--- config.mk ---
export PLATFORM = sky130hd
export DESIGN_NAME = debounce_sync
export DESIGN_NICKNAME = d
export VERILOG_FILES = /design/src/rtl/debounce_pkg.sv /design/src/rtl/debounce_sync_sync_chain.sv /design/src/rtl/debounce_sync.sv
export SDC_FILE = /design/constraint.sdc
export NUM_CORES = 1
export LEC_CHECK = 0
export CORE_AREA = 3 3 40 42
export DETAILED_ROUTE_END_ITERATION = 10
export DIE_AREA = 0 0 43 45
export PLACE_DENSITY_LB_ADDON = 0.12
export SLEW_MARGIN = 20
export SYNTH_ARGS = -nofsm -noshare
export SYNTH_HDL_FRONTEND = slang
export SYNTH_SLANG_ARGS = --single-unit
export TNS_END_PERCENT = 10
--- constraint.sdc ---
create_clock -name clk -period 2.6 [get_ports clk]
set_input_delay 0.52 -clock clk [delete_from_list [all_inputs] [get_ports clk]]
set_output_delay 0.52 -clock clk [all_outputs]
set_load 0.05 [all_outputs]
--- src/rtl/debounce_pkg.sv ---
// Shared definitions for the debounce_sync block: FSM state encoding and default sizing.
// State bit 1 is the accepted level; bits differing means a candidate is being qualified.
package debounce_pkg;

   localparam int unsigned SYNC_STAGES_DEF     = 2;
   localparam int unsigned DEBOUNCE_CYCLES_DEF = 4;

   typedef enum logic [1:0] {
      ST_STABLE_LO = 2'b00,
      ST_CHK_HI    = 2'b01,
      ST_STABLE_HI = 2'b11,
      ST_CHK_LO    = 2'b10
   } state_t;

   // True while the FSM is qualifying a candidate level.
   function automatic logic is_chk(input state_t s);
      return s[1] ^ s[0];
   endfunction

endpackage

--- src/rtl/debounce_sync_sync_chain.sv ---
// Plain multi-flop synchroniser for a single asynchronous level; no logic between stages.
module sync_chain #(
   parameter int unsigned SYNC_STAGES = 2
) (
   input  logic clk,
   input  logic rst_n,
   input  logic d,
   output logic q
);

   logic [SYNC_STAGES-1:0] stages;

   always_ff @(posedge clk or negedge rst_n) begin
      if (!rst_n) begin
         stages <= '0;
      end else begin
         stages <= {stages[SYNC_STAGES-2:0], d};
      end
   end

   assign q = stages[SYNC_STAGES-1];

endmodule

--- src/rtl/debounce_sync.sv ---
// Synchronises and debounces a raw level; sig_clean changes only after DEBOUNCE_CYCLES stable samples.
// Optional rejected-transition counter enabled by defining GLITCH_COUNT_EN.
module debounce_sync
   import debounce_pkg::*;
#(
   parameter int unsigned  SYNC_STAGES     = SYNC_STAGES_DEF,
   parameter int unsigned  DEBOUNCE_CYCLES = DEBOUNCE_CYCLES_DEF,
`ifdef GLITCH_COUNT_EN
   parameter int unsigned  GLITCH_W        = 8,
`endif
   localparam int unsigned CNT_W           = $clog2(DEBOUNCE_CYCLES) + 1
) (
   input  logic                clk,
   input  logic                rst_n,
   input  logic                sig_raw,
   output logic                sig_clean,
   output logic                busy
`ifdef GLITCH_COUNT_EN
   ,
   output logic [GLITCH_W-1:0] glitch_cnt
`endif
);

   localparam logic [CNT_W-1:0] CNT_LAST = CNT_W'(DEBOUNCE_CYCLES - 1);

   logic             sync_q;
   state_t           state_q, state_d;
   logic [CNT_W-1:0] cnt_q, cnt_d;
   logic             glitch_evt_c;

   sync_chain #(
      .SYNC_STAGES (SYNC_STAGES)
   ) u_sync (
      .clk   (clk),
      .rst_n (rst_n),
      .d     (sig_raw),
      .q     (sync_q)
   );

   // State, counter and registered outputs.
   always_ff @(posedge clk or negedge rst_n) begin
      if (!rst_n) begin
         state_q   <= ST_STABLE_LO;
         cnt_q     <= '0;
         sig_clean <= 1'b0;
         busy      <= 1'b0;
      end else begin
         state_q   <= state_d;
         cnt_q     <= cnt_d;
         sig_clean <= state_d[1];
         busy      <= is_chk(state_d);
      end
   end

   // Next state: a candidate must persist for DEBOUNCE_CYCLES samples; any bounce aborts.
   always_comb begin
      state_d      = state_q;
      cnt_d        = cnt_q;
      glitch_evt_c = 1'b0;
      unique case (state_q)
         ST_STABLE_LO: begin
            if (sync_q) begin
               state_d = ST_CHK_HI;
               cnt_d   = CNT_W'(1);
            end
         end
         ST_CHK_HI: begin
            if (!sync_q) begin
               state_d      = ST_STABLE_LO;
               cnt_d        = '0;
               glitch_evt_c = 1'b1;
            end else if (cnt_q == CNT_LAST) begin
               state_d = ST_STABLE_HI;
               cnt_d   = '0;
            end else begin
               cnt_d = cnt_q + CNT_W'(1);
            end
         end
         ST_STABLE_HI: begin
            if (!sync_q) begin
               state_d = ST_CHK_LO;
               cnt_d   = CNT_W'(1);
            end
         end
         ST_CHK_LO: begin
            if (sync_q) begin
               state_d      = ST_STABLE_HI;
               cnt_d        = '0;
               glitch_evt_c = 1'b1;
            end else if (cnt_q == CNT_LAST) begin
               state_d = ST_STABLE_LO;
               cnt_d   = '0;
            end else begin
               cnt_d = cnt_q + CNT_W'(1);
            end
         end
         default: begin
            state_d = ST_STABLE_LO;
            cnt_d   = '0;
         end
      endcase
   end

`ifdef GLITCH_COUNT_EN
   // Saturating count of aborted qualifications.
   always_ff @(posedge clk or negedge rst_n) begin
      if (!rst_n) begin
         glitch_cnt <= '0;
      end else if (glitch_evt_c && (glitch_cnt != {GLITCH_W{1'b1}})) begin
         glitch_cnt <= glitch_cnt + GLITCH_W'(1);
      end
   end
`else
   logic unused_glitch;
   assign unused_glitch = glitch_evt_c;
`endif

endmodule

==> qor.yml <==
status: "finished clean"
cts_setup_buffers: 0
path_delay_family: "buffers and inverters"
maxCapViolCount: 0
p_leak_nw: 0.275
die-area_um2: 1940
synth_top_family_by_area: "compound AO/OA/AOI/OAI gates"
vias: 354
grt_pass1_wl_um: 1670
synthSimpleGateAreaFrac: 0.116
r2r-end: "busy"
period_minus_slack_ns: 2.06
worst-path-buf-inv: 1
netlist_area_um2: 485
synth_compound_area_frac: 0.193
pre_cts_slack_ns: 0.715
cts_buffer_depth: 2
grt_antenna_before_repair: 0
place_inst: 63
chipWidth_um: 43
drt-total-wl_um: 905
tritoncts: "yes"
synth-seq-cells: 8
finalHoldViolCount: 0
hpwl_um: 733
max_freq_mhz: 486
max-vdd-ir-drop_mv: 0.540
met1_usage: 0.119
critPathRequiredTime_ns: 2.08
gr-usage-all-layers: 0.119
layout.cells.non_filler: 66
power_density_nw_per_um2: 986
setup_viol: 0
ys_types: 24
cts_buffers: 3
period_share: 0.792
drc: 0
grt-busiest-layer: "met2"
slew_headroom: 0.667
insertion_delay_ns: 0.25
crit_fanout: 6
finalCoreUtilization: 0.432
dpl-instance-area_um2: 533
crit_start: "sig_clean"
fin_area_um2: 556
r2r_slack_ns: 0.69
max_stage_delay_ns: 0.84
nets: 62
rsz0062_at_grt: "false"
tns_ns: 0
diodes: 0
postRouteAntennaNets: 0
cp_slowest_cell: "clkdlybuf4s50_1"
clk_pin_slew_ns: 0.05
grt_pass1_vias: 400
setup_ws_ns: 0.541
met2_usage: 0.219
cts-resized-gates: 0
worstSetupStartpointType: "flip-flop"
finalPower_uw: 548
drt-initial-drc-count: 7
pin_count: 5
hold_slack_ns: 0.357
viasPerCell: 5.36
grt_max_degree: 9
gr-total-overflow: 0
r2r_cells: 6
area_growth_pct: 14.4
cp-end-kind: "output port"
cts_hold_buffers: 0
path_cells: "clkdlybuf4s50_1"
drv_slew: 0
arrival_ns: 1.54
start_util: 0.378
die_y_um: 45
critPathKind: "flip-flop to output port"
reg2reg_from: "sig_clean"
cp-endpoint: "sig_clean"
drive_gt1_frac: 0.157
min_path_type: "flip-flop to flip-flop"
cp.depth: 1
ys_seq_area_frac: 0.412
cts_root_buf: "clkbuf_4"
clock-sinks: 8
synth_xor_area_frac: 0.0180
drtPass1Iterations: 3
htreeDepth: 1
synth_mux_area_frac: 0.0438
synthAdderAreaFrac: 0.155
wl_per_cell_um: 13.7
fp-row-count: 13
tightest_slew_ns: 0.498
syn_avg_cell_area_um2: 10.8
met3_usage: 0.0279
ys_warn_count: 0
synth_cells: 45
core_area_um2: 1280
syn_nets: 54
clock_skew_ns: 0.00200
routabilityCongestion: 0.730
portBuffers: 4
==> synth_stat cells <==
cell	instances	area share
o21a_1	1	0.015
o22ai_1	1	0.013
nand3b_1	1	0.015
inv_1	5	0.039
o21ai_0	2	0.021
ha_1	6	0.15
a2111oi_2	1	0.031
nand2_1	4	0.031
a21o_2	1	0.018
mux2_2	1	0.023
a211o_1	1	0.018
o311a_1	1	0.021
nor2b_1	1	0.013
or3b_1	1	0.018
xor2_1	1	0.018
o22ai_2	1	0.026
a31oi_1	1	0.013
nor2_1	2	0.015
a21oi_2	1	0.018
buf_6	1	0.023
dfrtp_1	8	0.41
and2_1	1	0.013
mux2i_1	1	0.021
nor3_1	1	0.010
==> how the worst min path moves through the flow <==
| stage | from | end | slack, ns | depth (start not counted) |
|---|---|---|---|---|
| after floorplan | rst_n | busy | 0.22 | 0 |
| after global placement | u_sync.stages[0] | u_sync.stages[1] | 0.34 | 0 |
| after detailed placement | u_sync.stages[0] | u_sync.stages[1] | 0.35 | 0 |
| after CTS | u_sync.stages[0] | u_sync.stages[1] | 0.36 | 0 |
| after global routing | u_sync.stages[0] | u_sync.stages[1] | 0.37 | 0 |
| final | u_sync.stages[0] | u_sync.stages[1] | 0.36 | 0 |
==> registers in the layout, summed over array words and instances (netlist names) <==
name	count
cnt_q	3
sig_clean	1
u_sync.stages	2
state_q	1
busy	1
==> cells in the final DEF (no fill, tap or decap), drive strengths merged, types with 2 or more instances in the layout <==
cell and count:
nor2 2, ha 6, clkdlybuf4s50 4, o21ai 2
dfrtp 8, clkbuf 3, inv 5, o22ai 2
nand2 4
==> area by class of cell <==
class / count / area, µm²
inverters: 5 / 18.8
well taps: 15 / 18.8
flip-flops and latches: 8 / 200
multi-input cells: 31 / 255
fillers: 123 / 729
clock buffers: 3 / 22.5
repair buffers: 4 / 40.0
==> logic make-up after synthesis <==
kind of cell,Yosys count
buffers and inverters,6
muxes,2
xor gates and xnor gates,1
and+or+nand+nor,11
AOI/OAI and AO/OA,11
adders and majority gates,6
DFF,8
==> layer usage <==
layer,wire [µm],part of all wire
met1,361,0.40
met2,497,0.55
met5,0,0
met4,22,0.024
met3,24,0.027
==> report_power, final <==
part           total (mW)  internal (mW)  switching [mW]
Sequential          0.185          0.158          0.0266
Clock              0.0880         0.0524          0.0356
Combinational       0.275          0.113           0.163
Power figures use the tool's default switching activity.
